==> src/rtl/ext_pipe.sv <==
// ext_pipe: immediate / load-data extension stage with a two-entry output
// buffer (main register + skid register).
//
// Ports:
//   clk        rising-edge clock for all state
//   reset      synchronous, active-high reset
//   in_valid   upstream word presented
//   in_ready   word accepted this cycle (registered, = NOT skid_valid)
//   in_data    raw immediate or memory word
//   in_mode    extension mode
//   in_sel     byte offset for byte / halfword modes
//   out_valid  result presented
//   out_ready  downstream consumes result this cycle
//   out_data   extended result
//   out_err    misaligned-access flag travelling with out_data
//
// Modes:
//   000 sext imm | 001 zext imm | 010 imm in upper bits
//   011 sext byte | 100 zext byte | 101 sext half | 110 zext half
//   111 zero result with err set
//
// States:
//   EMPTY | no word buffered
//   ONE   | main register holds a word, skid empty
//   FULL  | main and skid registers both hold words, in_ready low
module ext_pipe #(
  parameter  int DATA_W = 32,
  parameter  int IMM_W  = 16,
  localparam int SEL_W  = $clog2(DATA_W / 8)
) (
  input  logic              clk,
  input  logic              reset,
  input  logic              in_valid,
  output logic              in_ready,
  input  logic [DATA_W-1:0] in_data,
  input  logic [2:0]        in_mode,
  input  logic [SEL_W-1:0]  in_sel,
  output logic              out_valid,
  input  logic              out_ready,
  output logic [DATA_W-1:0] out_data,
  output logic              out_err
);

  typedef enum logic [1:0] {EMPTY, ONE, FULL} state_t;

  state_t              state_q;
  logic                in_ready_q;
  logic                out_valid_q;
  logic [DATA_W-1:0]   out_data_q;
  logic                out_err_q;
  logic [DATA_W-1:0]   skid_data_q;
  logic                skid_err_q;

  logic [DATA_W-1:0]   res_d;
  logic                err_d;
  logic [IMM_W-1:0]    imm;
  logic [7:0]          byte_v;
  logic [15:0]         half_v;
  logic [SEL_W-1:0]    hsel;
  logic                accept;
  logic                consume;

  assign accept  = in_valid & in_ready_q;
  assign consume = out_valid_q & out_ready;

  // Extraction uses shifts so the offset arithmetic stays width-safe for
  // every legal DATA_W; sized casts of signed values perform sign extension.
  always_comb begin
    imm    = in_data[IMM_W-1:0];
    hsel   = in_sel >> 1;
    byte_v = 8'(in_data >> {in_sel, 3'b000});
    half_v = 16'(in_data >> {hsel, 4'b0000});
    res_d  = '0;
    err_d  = 1'b0;
    case (in_mode)
      3'b000: res_d = DATA_W'($signed(imm));
      3'b001: res_d = DATA_W'(imm);
      3'b010: res_d = DATA_W'(imm) << (DATA_W - IMM_W);
      3'b011: res_d = DATA_W'($signed(byte_v));
      3'b100: res_d = DATA_W'(byte_v);
      3'b101: begin
        res_d = DATA_W'($signed(half_v));
        err_d = in_sel[0];
      end
      3'b110: begin
        res_d = DATA_W'(half_v);
        err_d = in_sel[0];
      end
      default: begin
        res_d = '0;
        err_d = 1'b1;
      end
    endcase
  end

  // in_ready_q only changes on entering or leaving FULL, so it never depends
  // combinationally on out_ready.
  always_ff @(posedge clk) begin
    if (reset) begin
      state_q     <= EMPTY;
      in_ready_q  <= 1'b1;
      out_valid_q <= 1'b0;
      out_data_q  <= '0;
      out_err_q   <= 1'b0;
      skid_data_q <= '0;
      skid_err_q  <= 1'b0;
    end else begin
      case (state_q)
        EMPTY: begin
          if (accept) begin
            out_data_q  <= res_d;
            out_err_q   <= err_d;
            out_valid_q <= 1'b1;
            state_q     <= ONE;
          end
        end
        ONE: begin
          if (accept && consume) begin
            out_data_q <= res_d;
            out_err_q  <= err_d;
          end else if (accept) begin
            skid_data_q <= res_d;
            skid_err_q  <= err_d;
            in_ready_q  <= 1'b0;
            state_q     <= FULL;
          end else if (consume) begin
            out_valid_q <= 1'b0;
            state_q     <= EMPTY;
          end
        end
        FULL: begin
          if (consume) begin
            out_data_q <= skid_data_q;
            out_err_q  <= skid_err_q;
            in_ready_q <= 1'b1;
            state_q    <= ONE;
          end
        end
        default: begin
          state_q     <= EMPTY;
          in_ready_q  <= 1'b1;
          out_valid_q <= 1'b0;
        end
      endcase
    end
  end

  assign in_ready  = in_ready_q;
  assign out_valid = out_valid_q;
  assign out_data  = out_data_q;
  assign out_err   = out_err_q;

endmodule

==> config.mk <==
export PLATFORM = sky130hd
export DESIGN_NAME = ext_pipe
export DESIGN_NICKNAME = d
export VERILOG_FILES = /design/src/rtl/ext_pipe.sv
export SDC_FILE = /design/constraint.sdc
export NUM_CORES = 1
export LEC_CHECK = 0
export BUFFER_PORTS_ARGS = -buffer_cell sky130_fd_sc_hd__buf_2
export CAP_MARGIN = 30
export CORE_ASPECT_RATIO = 0.7
export CORE_MARGIN = 5
export CORE_UTILIZATION = 35
export DETAILED_ROUTE_END_ITERATION = 16
export PLACE_DENSITY = 0.53
export SLEW_MARGIN = 15
export SYNTH_ARGS = -nofsm -noshare
export SYNTH_HDL_FRONTEND = slang
export SYNTH_SLANG_ARGS = --single-unit
==> constraint.sdc <==
create_clock -name clk -period 4.1 [get_ports clk]
set_input_delay 0.82 -clock clk [delete_from_list [all_inputs] [get_ports clk]]
set_output_delay 0.82 -clock clk [all_outputs]
set_load 0.03 [all_outputs]
# Word level (Yosys, flattened, before mapping)
# Index checks and enable logic that the tools add are counted.
dict set report word_totals {
  reg_bits 70
  in_bits 41
  out_inout_bits 35
  wordCells 66
}
dict set report op_classes {
  eq_ne 16
  n_shift 2
  muxes 25
  bitwise 5
  n_reduce_logical 11
}
# operator n
set ops {}
lappend ops {{$pmux W32 S7} 1}
lappend ops {{$mux W32} 3}
lappend ops {{$pmux W32 S3} 1}
lappend ops {{$shr A32 B5 Y16} 1}
lappend ops {{$shr A32 B5 Y8} 1}
lappend ops {{$ne A2 B2 Y1 const B} 7}
lappend ops {{$reduce_and A4 Y1} 3}
lappend ops {{$mux W1} 10}
lappend ops {{$mux W2} 5}
lappend ops {{$eq A3 B3 Y1 const B} 3}
lappend ops {{$pmux W1 S3} 3}
lappend ops {{$eq A3 B2 Y1 const B} 2}
lappend ops {{$pmux W2 S3} 1}
lappend ops {{$reduce_and A5 Y1} 1}
lappend ops {{$reduce_or A5 Y1} 1}
lappend ops {{$eq A3 B1 Y1 const B} 1}
lappend ops {{$logic_not A3 Y1} 1}
lappend ops {{$ne A3 B3 Y1 const B} 1}
lappend ops {{$not A1 Y1} 3}
lappend ops {{$reduce_and A3 Y1} 1}
lappend ops {{$reduce_bool A3 Y1} 1}
lappend ops {{$and A1 B1 Y1} 2}
lappend ops {{$eq A2 B1 Y1 const B} 1}
lappend ops {{$eq A2 B2 Y1 const B} 1}
lappend ops {{4 further kinds} 4}

# Depth between registers and ports, before layout
# Gate-level depths: netlist of run 1.
dict set report depth {
  word_depth 5
  mapped_depth 6
}

# Worst setup path after synthesis of run 1
# OpenSTA, ideal clock, no wires.
dict set report synth_timing {
  path_kind {input -> register}
  startpoint {in in_sel[1]}
  endpoint {reg out_data_q[16], in the netlist out_data[16]}
  setup_ns 0.137
  t_arrival_ns 1.926
  required_ns 3.963
  setup_slack_ns 2.037
  path_stages 6
  n_path_buf 2
  path_cell_list {buf_4 -> mux2i_2 -> nor2_1 -> a211oi_2 -> buf_4 -> a31oi_1}
}
dict set report synth_via {
  elab_chain_len 4
  word_cells_on_any_way 6
}
# element line
set synth_lines {}
lappend synth_lines {{start, declared} 37} ;# input logic [SEL_W-1:0] in_sel,
lappend synth_lines {{$shr A32 B5 Y16 or $shr A32 B5 Y8 (tied branches)} {72, 71}}
lappend synth_lines {{$pmux W32 S7 *} 75} ;# case (in_mode)
lappend synth_lines {{$mux W32 (on tied branches)} {118, 110}}
lappend synth_lines {{$pmux W32 S3 *} 108} ;# case (state_q)
lappend synth_lines {{end signal, assigned} 111} ;# out_data_q <= res_d;
lappend synth_lines {{end signal, assigned} 119} ;# out_data_q <= res_d;
lappend synth_lines {{end signal, assigned} 133} ;# out_data_q <= skid_data_q;
lappend synth_lines {{end, declared} 49} ;# logic [DATA_W-1:0] out_data_q;
# Mark *: on every way between the ends. The rest lies on a longest branch, timed or not. The select of a mux whose other input is x is not followed.
# A chain may end at the register's enable or synchronous reset.

# Final worst setup path of run 1
dict set report layout_timing {
  startpoint {in in_valid}
  endpoint {reg out_data_q[12], in the netlist out_data[12]}
}
dict set report layout_via {
  elab_chain_len 4
  word_cells_on_any_way 5
}
# element line
set layout_lines {}
lappend layout_lines {{start, declared} 33} ;# input logic in_valid,
lappend layout_lines {{$and A1 B1 Y1 *} 63} ;# assign accept = in_valid & in_ready_q;
lappend layout_lines {{$logic_and A1 B1 Y1} 118} ;# if (accept && consume) begin
lappend layout_lines {{$ne A2 B2 Y1 (no line)} n/a}
lappend layout_lines {{$reduce_and A4 Y1 (no line) *} n/a}
# Mark *: on every way between the ends. The rest lies on a longest branch, timed or not.

==> results of run 1 <==
## worst max-delay path, cell delays in order
cell      delay, ns
buf_2          0.14
nand3b_1       0.14
a21oi_2        0.71
nor2_1         0.41
o31ai_1        0.32
## cells by family after synthesis
kind of cell             Yosys count  share of synthesized area (%)
AND/OR/NAND/NOR                  127                           18.8
flip-flops                        70                           38.2
adder cells (fa/ha/maj)            1                          0.273
AO/OA/AOI/OAI                    153                           30.4
multiplexers                      18                           5.62
buffers and inverters             48                           6.75
## cell type report
| class | instances | area share [%] |
|---|---|---|
| Clock buffer | 12 | 5.64 |
| Clock inverter | 4 | 1.60 |
| Inverter | 6 | 0.515 |
| Multi-Input combinational cell | 299 | 46.3 |
| Sequential cell | 70 | 32.0 |
| Tap cell | 132 | 3.78 |
| Timing Repair Buffer | 84 | 10.1 |
## per-stage QoR
stage,util (%),cell area (µm²),cells
2_1_floorplan,-,3670,417
3_3_place_gp,39.3,4060,591
3_5_place_dp,39.3,4060,591
4_1_cts,42.4,4370,607
5_1_grt,42.4,4370,607
6_report,42.4,4370,607
## registers in the layout, summed over array words and instances, names as in the netlist
register,cells
out_data,32
state_q,2
in_ready,1
out_valid,1
skid_err_q,1
out_err,1
skid_data_q,32
## final timing paths
| path | start | endpoint | cells past startpoint |
|---|---|---|---|
| max | in_valid | out_data[12] | 5 |
| max reg2reg | state_q[0] | skid_data_q[16] | 6 |
| min reg2reg | skid_err_q | skid_err_q | 2 |
| min | skid_err_q | skid_err_q | 2 |
## routing by layer
metal	routed length (µm)	global-route usage, %
met1	6270	30.8
met2	5060	27.6
met3	794	4.70
met4	218	5.62
met5	0	0
## placed cells by master (no fill, tap or decap), drive strengths merged, types with 2 or more instances in the layout
master   synthesis  layout
nand3b           3       3
nand4            9       9
nand2           24      24
nand2b          10      10
clkinv           0       2
a21oi           29      29
mux2             8       8
nand3            5       5
clkbuf          23      12
nor4            11      11
a31oi           16      16
or4             15      15
o311ai          15      15
a211oi          24      24
a311oi          16      16
o22ai            2       2
nand4bb          2       2
a221oi           8       8
buf             19      84
inv              6       6
o31ai            9       9
mux2i           10      10
bufinv           0       2
nor2            37      37
dfxtp           70      70
a41oi            7       7
nor3             6       6
o21ai           17      17
## power groups by stage
stage | combinational, mW | clock, mW | sequential [mW]
finish | 0.473 | 0.835 | 0.789
global route | 0.516 | 0.879 | 0.799
CTS | 0.473 | 0.855 | 0.790
detailed placement | 0.471 | 0 | 0.804
global placement | 0.469 | 0 | 0.803
floorplan | 0.248 | 0 | 0.879
==> results.py, run 1 <==
metrics = {
    "cells_and_area": {
        "drive_gt1_share_pct": 25.9,
        "final_nets": 511,
        "multiInputGateArea_mm2": 0.00202,
        "syn2layout_area_growth_pct": 19.1,
        "regArea_mm2": 0.00140,
        "n_antenna_cell": 0,
        "fill_cells": 1071,
    },
    "yosys": {
        "synth.avg_cell_area_um2": 8.81,
        "yosys_most_used_dff": "dfxtp_1",
        "synthesis.nets": 458,
        "synth_edf_count": 0,
        "synthTopCellsByCount": "dfxtp_1 (70), nor2_1 (37), a21oi_1 (27), nand2_1 (23)",
        "yosysTopAreaCell": "dfxtp_1",
        "syn_area_mm2": 0.00367,
        "synth_top_area_share_pct": 38.2,
        "synthDistinctLibCells": 55,
        "synthArstFlopShare_pct": 0,
        "yosysWarnings": 0,
        "synthTopCellsByArea": "dfxtp_1 (38%), a211oi_1 (4.5%), a311oi_1 (3.8%)",
        "yosysSeqAreaShare_pct": 38.2,
        "synth_most_common_cell": "dfxtp_1",
        "netlist_instances": 417,
        "synth_seq_cells": 70,
    },
    "power_and_ir_drop": {
        "p_clk_share_pct": 39.8,
        "pwr-share-seq_pct": 37.6,
        "leakagePower_nw": 1.57,
        "p_int_mw": 1.45,
        "pwr-share-comb_pct": 22.6,
        "fin_total_pwr_mw": 2.10,
        "power_density_mw_per_mm2": 480,
        "p_switching_mw": 0.652,
        "switching_share_pct": 31.1,
        "peakVddDrop_uv": 195,
    },
    "floorplan": {
        "start_util_pct": 35.6,
        "dieArea_mm2": 0.0127,
        "pin_count": 76,
        "core_mm2": 0.0103,
        "num_rows": 31,
        "die_h_um": 95.7,
        "dieWidth_um": 132,
    },
    "cts": {
        "root_buffer": "clkbuf_16",
        "cts_setup_buffers": 0,
        "htree_levels": 3,
        "clk_pin_slew_ns": 0.06,
        "clockBufferDepth": 2,
        "clkLatencyLatePin_ns": 0.33,
        "post_cts_resized": 0,
        "cts_made_buffers": 9,
        "holdBufCountCts": 0,
        "cts_tree": "built",
        "cts.sinks": 70,
    },
    "placed_design": {
        "dp_slack_ns": 1.45,
        "numPortBuffers": 75,
        "place_congestion": 0.883,
        "hpwl_mm": 8.52,
    },
    "global_route": {
        "grt_pass1_vias": 3499,
        "grt_overflow_total": 0,
        "grt_usage_pct": 20.1,
        "grt_max_degree": 45,
        "grt_pass1_wl_mm": 20.0,
        "antenna_found_initial": 0,
    },
    "routing": {
        "initialDrtViolationCount": 373,
        "routed_via_density": 6.02,
        "drc": 0,
        "antenna_left": 0,
        "drt_first_pass_iters": 5,
        "vias": 3656,
        "finalWirelength_mm": 12.3,
        "wl_per_cell_um": 20.3,
    },
    "timing": {
        "max_slew.worst_pin.slew_ns": 0.895,
        "tns_ns": 0,
        "setup_viol": 0,
        "layout_setup_ws_ns": 1.80,
        "hold_viol": 0,
        "rsz0062_at_grt": "no",
        "finalMaxSlewViolations": 0,
        "fin_crit_sh_pct": 56.2,
        "min_period_ns": 2.30,
        "fmax_mhz": 434,
        "skew_ns": 0.00574,
        "hold_ws_ns": 0.461,
        "maxSlewHeadroom_pct": 40.3,
    },
    "worst_setup_path": {
        "critical_path_arrival_ns": 2.55,
        "cp-end-kind": "flop",
        "crit_type": "in -> reg",
        "path_max_fanout": 18,
        "reg2reg_setup_slack_ns": 1.84,
        "cp.required_ns": 4.34,
        "start_kind": "input port",
    },
    "job": {
        "maxCapViolations": 0,
    },
    "worst_hold_path": {
        "hold_class": "reg -> reg",
    },
    "run_status": {
        "outcome": "complete, no violations",
    },
}
(Power assumes the default switching activity.)
==> run 2: changes to the inputs <==
ABC_AREA = 1   (was unset)
clock period = 2.2 ns   (was 4.1 ns; I/O delays follow)
==> results.py, run 2 <==
metrics = {
    "yosys": {
        "synthTopCellsByCount": "nand2_1 (111), nor2_1 (109), inv_1 (99), o21ai_0 (89), a21oi_1 (75)",
        "synth_top_area_share_pct": 36.2,
        "synth_seq_cells": 70,
        "netlist_instances": 633,
        "synth.avg_cell_area_um2": 6.12,
        "synth_edf_count": 0,
        "synth_most_common_cell": "nand2_1",
        "yosys_most_used_dff": "dfxtp_1",
        "yosysSeqAreaShare_pct": 36.2,
        "synthArstFlopShare_pct": 0,
        "synthDistinctLibCells": 22,
        "yosysTopAreaCell": "dfxtp_1",
        "synthesis.nets": 674,
        "syn_area_mm2": 0.00387,
        "synthTopCellsByArea": "dfxtp_1 (36%), o21ai_0 (12%), nand2_1 (11%)",
        "yosysWarnings": 0,
    },
    "timing": {
        "tns_ns": 0,
        "min_period_ns": 1.82,
        "rsz0062_at_grt": "no",
        "hold_ws_ns": 0.462,
        "max_slew.worst_pin.slew_ns": 0.687,
        "hold_viol": 0,
        "maxSlewHeadroom_pct": 54.1,
        "fin_crit_sh_pct": 82.6,
        "fmax_mhz": 551,
        "skew_ns": 0.00439,
        "setup_viol": 0,
        "finalMaxSlewViolations": 0,
    },
    "worst_setup_path": {
        "cp.required_ns": 2.46,
        "worstPathCellList": "inv_1, nor2_1, nand2_2, nand2_1, a21oi_4, inv_2, nor2_1, a21oi_1",
        "critPathMaxStageDelay_ns": 0.51,
        "slowest_stage": "inv_2",
        "start_kind": "flop",
        "r2r_end": "out_data[25]",
        "worstReg2RegStart": "state_q[1]",
        "crit_path_frequent_cell": "nor2_1",
        "reg2reg_setup_slack_ns": 0.38,
        "path_max_fanout": 33,
        "cp-end-kind": "flop",
        "critical_path_arrival_ns": 2.08,
        "worstRegToRegCells": 8,
        "crit_type": "reg -> reg",
    },
    "cts": {
        "post_cts_resized": 0,
        "cts_made_buffers": 9,
        "clockBufferDepth": 2,
        "clkLatencyLatePin_ns": 0.33,
        "holdBufCountCts": 0,
        "cts_setup_buffers": 0,
        "cts.sinks": 70,
        "clk_pin_slew_ns": 0.06,
        "htree_levels": 3,
        "root_buffer": "clkbuf_16",
        "cts_tree": "built",
    },
    "cells_and_area": {
        "final_cell_mix": "nand2_1 (111), nor2_1 (109), inv_1 (99), o21ai_0 (89)",
        "n_antenna_cell": 0,
        "drive_gt1_share_pct": 15.5,
        "syn2layout_area_growth_pct": 21.3,
        "final_nets": 734,
        "final_common_cell": "nand2_1",
    },
    "job": {
        "maxCapViolations": 0,
    },
    "global_route": {
        "grt_pass1_vias": 3759,
        "antenna_found_initial": 0,
        "grt_overflow_total": 0,
        "grt_usage_pct": 18.5,
        "grt_pass1_wl_mm": 19.5,
        "grt_max_degree": 66,
    },
    "worst_hold_path": {
        "min_from": "out_err",
        "hold_class": "reg -> reg",
        "min_path_cells": 2,
        "worstHoldEndpoint": "out_err",
    },
    "floorplan": {
        "core_mm2": 0.0109,
        "dieWidth_um": 136,
        "pin_count": 76,
        "start_util_pct": 35.4,
        "dieArea_mm2": 0.0133,
        "die_h_um": 98.0,
        "num_rows": 32,
    },
    "power_and_ir_drop": {
        "power_density_mw_per_mm2": 1080,
        "p_clk_share_pct": 30.3,
        "peakVddDrop_uv": 454,
        "p_int_mw": 3.11,
        "switching_share_pct": 38.8,
        "p_switching_mw": 1.97,
        "leakagePower_nw": 2.50,
        "pwr-share-comb_pct": 36.0,
        "pwr-share-seq_pct": 33.7,
    },
    "run_status": {
        "outcome": "complete, no violations",
    },
    "routing": {
        "routed_via_density": 4.76,
        "drc": 0,
        "vias": 4050,
        "drt_first_pass_iters": 5,
        "finalWirelength_mm": 11.9,
        "initialDrtViolationCount": 310,
        "wl_per_cell_um": 14.0,
        "antenna_left": 0,
    },
    "placed_design": {
        "place_congestion": 0.909,
        "hpwl_mm": 8.59,
        "numPortBuffers": 75,
    },
}
run 2: cells by family (layout without fill, tap and decap cells):
kind of cell	Yosys count	after routing	share of synthesized area, %
and+or+nand+nor	254	254	27.1
AOI/OAI and AO/OA	170	170	22.5
buffers and inverters	139	204	14.3
DFF	70	70	36.2
run 2: metrics by stage:
step           total power [mW]  util (%)  setup slack [ns]  std cells  instance area (µm²)
6_report                   5.08      42.9             0.384        851                 4690
3_5_place_dp               3.57      40.0             0.286        835                 4370
5_1_grt                    5.43      42.9             0.151        851                 4690
2_1_floorplan              3.03         -             0.604        633                 3870
4_1_cts                    5.14      42.9             0.372        851                 4690
3_3_place_gp               3.55      40.0             0.351        835                 4370
run 2: how the worst max path moves through the flow:
| stage | from | endpoint | slack (ns) | depth (start not counted) |
|---|---|---|---|---|
| after floorplan | in_ready | out_data[16] | 0.60 | 8 |
| after global placement | out_ready | out_data[10] | 0.35 | 8 |
| after detailed placement | in_sel[1] | skid_data_q[27] | 0.29 | 9 |
| after CTS | state_q[1] | out_data[10] | 0.37 | 8 |
| after global routing | state_q[1] | out_data[26] | 0.15 | 8 |
| final | state_q[1] | out_data[25] | 0.38 | 8 |
run 2: critical path, delay by kind of cell, from the launching register on:
family	cells	cell delay (ns)
AO/OA/AOI/OAI	2	0.23
buffers and inverters	2	0.59
flip-flops	1	0.34
AND/OR/NAND/NOR	4	0.59
run 2: cell type report:
type	instances	area (µm²)
tap	153	191
fill	1209	6240
multi-input combinational	424	1920
clock inverter	2	37.5
sequential	70	1400
inverter	103	387
timing repair buffer	85	475
clock buffer	14	284
run 2: power by group through the flow:
stage / sequential (mW) / combinational [mW] / clock [mW]
floorplan: 2.14 / 0.895 / 0
global placement: 1.73 / 1.82 / 0
detailed placement: 1.74 / 1.83 / 0
CTS: 1.71 / 1.84 / 1.59
global route: 1.76 / 2.03 / 1.64
finish: 1.71 / 1.83 / 1.54
run 2: metal layers:
layer,routed length [µm],GRT usage [%],vias to the layer above
met4,111,4.26,0
li1,-,-,2104
met3,828,4.94,10
met5,0,0,-
met1,6020,27.4,1830
met2,4960,26.8,106
==> run 3: changes to the inputs <==
clock period = 1.8 ns   (was 2.2 ns; I/O delays follow)
==> results.py, run 3 (same netlist as run 2, synthesis figures left out) <==
metrics = {
    "routing": {
        "drt_first_pass_iters": 5,
        "finalWirelength_mm": 12.2,
        "vias": 4046,
        "antenna_left": 0,
        "routed_via_density": 4.70,
        "wl_per_cell_um": 14.2,
        "initialDrtViolationCount": 297,
        "drc": 0,
    },
    "floorplan": {
        "num_rows": 32,
        "dieWidth_um": 136,
        "die_h_um": 98.0,
        "core_mm2": 0.0109,
        "start_util_pct": 35.4,
        "dieArea_mm2": 0.0133,
        "pin_count": 76,
    },
    "placed_design": {
        "hpwl_mm": 8.63,
        "place_congestion": 0.875,
        "numPortBuffers": 75,
        "dp_slack_ns": 0.0642,
    },
    "cells_and_area": {
        "syn2layout_area_growth_pct": 22.8,
        "final_nets": 746,
        "final_cell_mix": "nand2_1 (111), nor2_1 (109), inv_1 (99), o21ai_0 (89)",
        "final_common_cell": "nand2_1",
        "n_antenna_cell": 0,
        "fill_cells": 1192,
        "drive_gt1_share_pct": 16.8,
        "fin_util_pct": 43.5,
    },
    "timing": {
        "layout_setup_ws_ns": 0.196,
        "maxSlewHeadroom_pct": 70.2,
        "tns_ns": 0,
        "hold_viol": 0,
        "rsz0062_at_grt": "no",
        "max_slew.worst_pin.slew_ns": 0.446,
        "setup_viol": 0,
        "skew_ns": 0.00892,
        "min_period_ns": 1.60,
        "finalMaxSlewViolations": 0,
        "fmax_mhz": 623,
        "fin_crit_sh_pct": 89.1,
    },
    "global_route": {
        "grt_overflow_total": 0,
        "grt_max_degree": 66,
        "antenna_found_initial": 0,
        "use_met3_pct": 4.99,
        "grt_usage_pct": 18.6,
        "grt_use_met2_pct": 27.8,
        "grt_pass1_wl_mm": 19.4,
        "grt_pass1_vias": 3785,
        "grtUsageMet1_pct": 26.7,
        "top_usage_layer": "met2",
    },
    "worst_setup_path": {
        "path_max_fanout": 20,
        "start_kind": "flop",
        "cp.required_ns": 2.06,
        "cp-end-kind": "flop",
        "worstReg2RegStart": "state_q[0]",
        "worstPathCellList": "nor2_1, nand2_2, nand2_1, a21oi_4, buf_4, o21ai_0, a21oi_1",
        "critPathMaxStageDelay_ns": 0.46,
        "crit_type": "reg -> reg",
        "crit_buf_inv": 1,
        "critical_path_arrival_ns": 1.87,
        "crit_family": "flip-flops",
        "slowest_stage": "dfxtp_1",
        "startpoint": "state_q[0]",
    },
    "cts": {
        "clkLatencyLatePin_ns": 0.34,
        "post_cts_resized": 0,
        "cts_tree": "built",
        "cts_made_buffers": 9,
        "cts_setup_buffers": 0,
        "root_buffer": "clkbuf_16",
        "holdBufCountCts": 0,
        "cts.sinks": 70,
        "clockBufferDepth": 2,
        "clk_pin_slew_ns": 0.06,
        "htree_levels": 3,
    },
    "worst_hold_path": {
        "hold_class": "in -> reg",
        "min_from": "in_mode[0]",
    },
    "power_and_ir_drop": {
        "power_density_mw_per_mm2": 1270,
        "leakagePower_nw": 2.54,
        "peakVddDrop_uv": 486,
    },
    "run_status": {
        "outcome": "complete, no violations",
    },
    "job": {
        "maxCapViolations": 0,
    },
}
[run 3: cell types whose count changed in the layout (fill, tap and decap cells not counted)]
cell        change
buf_12          +2
clkinvlp_4      +1
buf_4          +10
clkbuf_1        -1
clkinv_2        +2
clkbuf_8        -3
bufinv_16       -1
[run 3: worst reg2reg max path, cell delays in order, from the launching register on]
cell and delay (ns):
dfxtp_1 0.46, nor2_1 0.14, nand2_2 0.13, nand2_1 0.10
a21oi_4 0.15, buf_4 0.28, o21ai_0 0.13, a21oi_1 0.15
[run 3: area by class of cell]
cell class / count / area, µm² / area share [%]
clock buffer: 10 / 239 / 5.03
clock inverter: 4 / 25.0 / 0.527
inverter: 103 / 387 / 8.14
multi-input combinational: 424 / 1920 / 40.4
sequential: 70 / 1400 / 29.5
tap: 153 / 191 / 4.03
timing repair buffer: 97 / 591 / 12.4
[run 3: report_power, final]
| group | switching (mW) | internal [mW] |
|---|---|---|
| sequential | 0.169 | 1.93 |
| clock | 0.669 | 0.949 |
| combinational | 1.61 | 0.712 |
[run 3: stage by stage]
step	instance area [µm²]	hold slack, ns	power [mW]	cells
after floorplan	3870	0.489	3.71	633
after global placement	4490	0.459	4.44	847
after detailed placement	4490	0.467	4.46	847
after CTS	4750	0.362	6.10	861
after global routing	4750	0.374	6.46	861
final	4750	0.370	6.04	861
[run 3: layer usage]
| layer | routed length (µm) | vias up |
|---|---|---|
| met5 | 0 | - |
| met4 | 113 | 0 |
| met3 | 753 | 10 |
| met2 | 5180 | 102 |
| met1 | 6140 | 1814 |
| li1 | - | 2120 |
[run 3: worst paths after layout]
| check | depth (start not counted) | end | slack [ns] |
|---|---|---|---|
| min | 3 | skid_err_q | 0.37 |
| max | 7 | out_data[18] | 0.20 |
| min reg2reg | 2 | out_err | 0.47 |
| max reg2reg | 7 | out_data[18] | 0.20 |
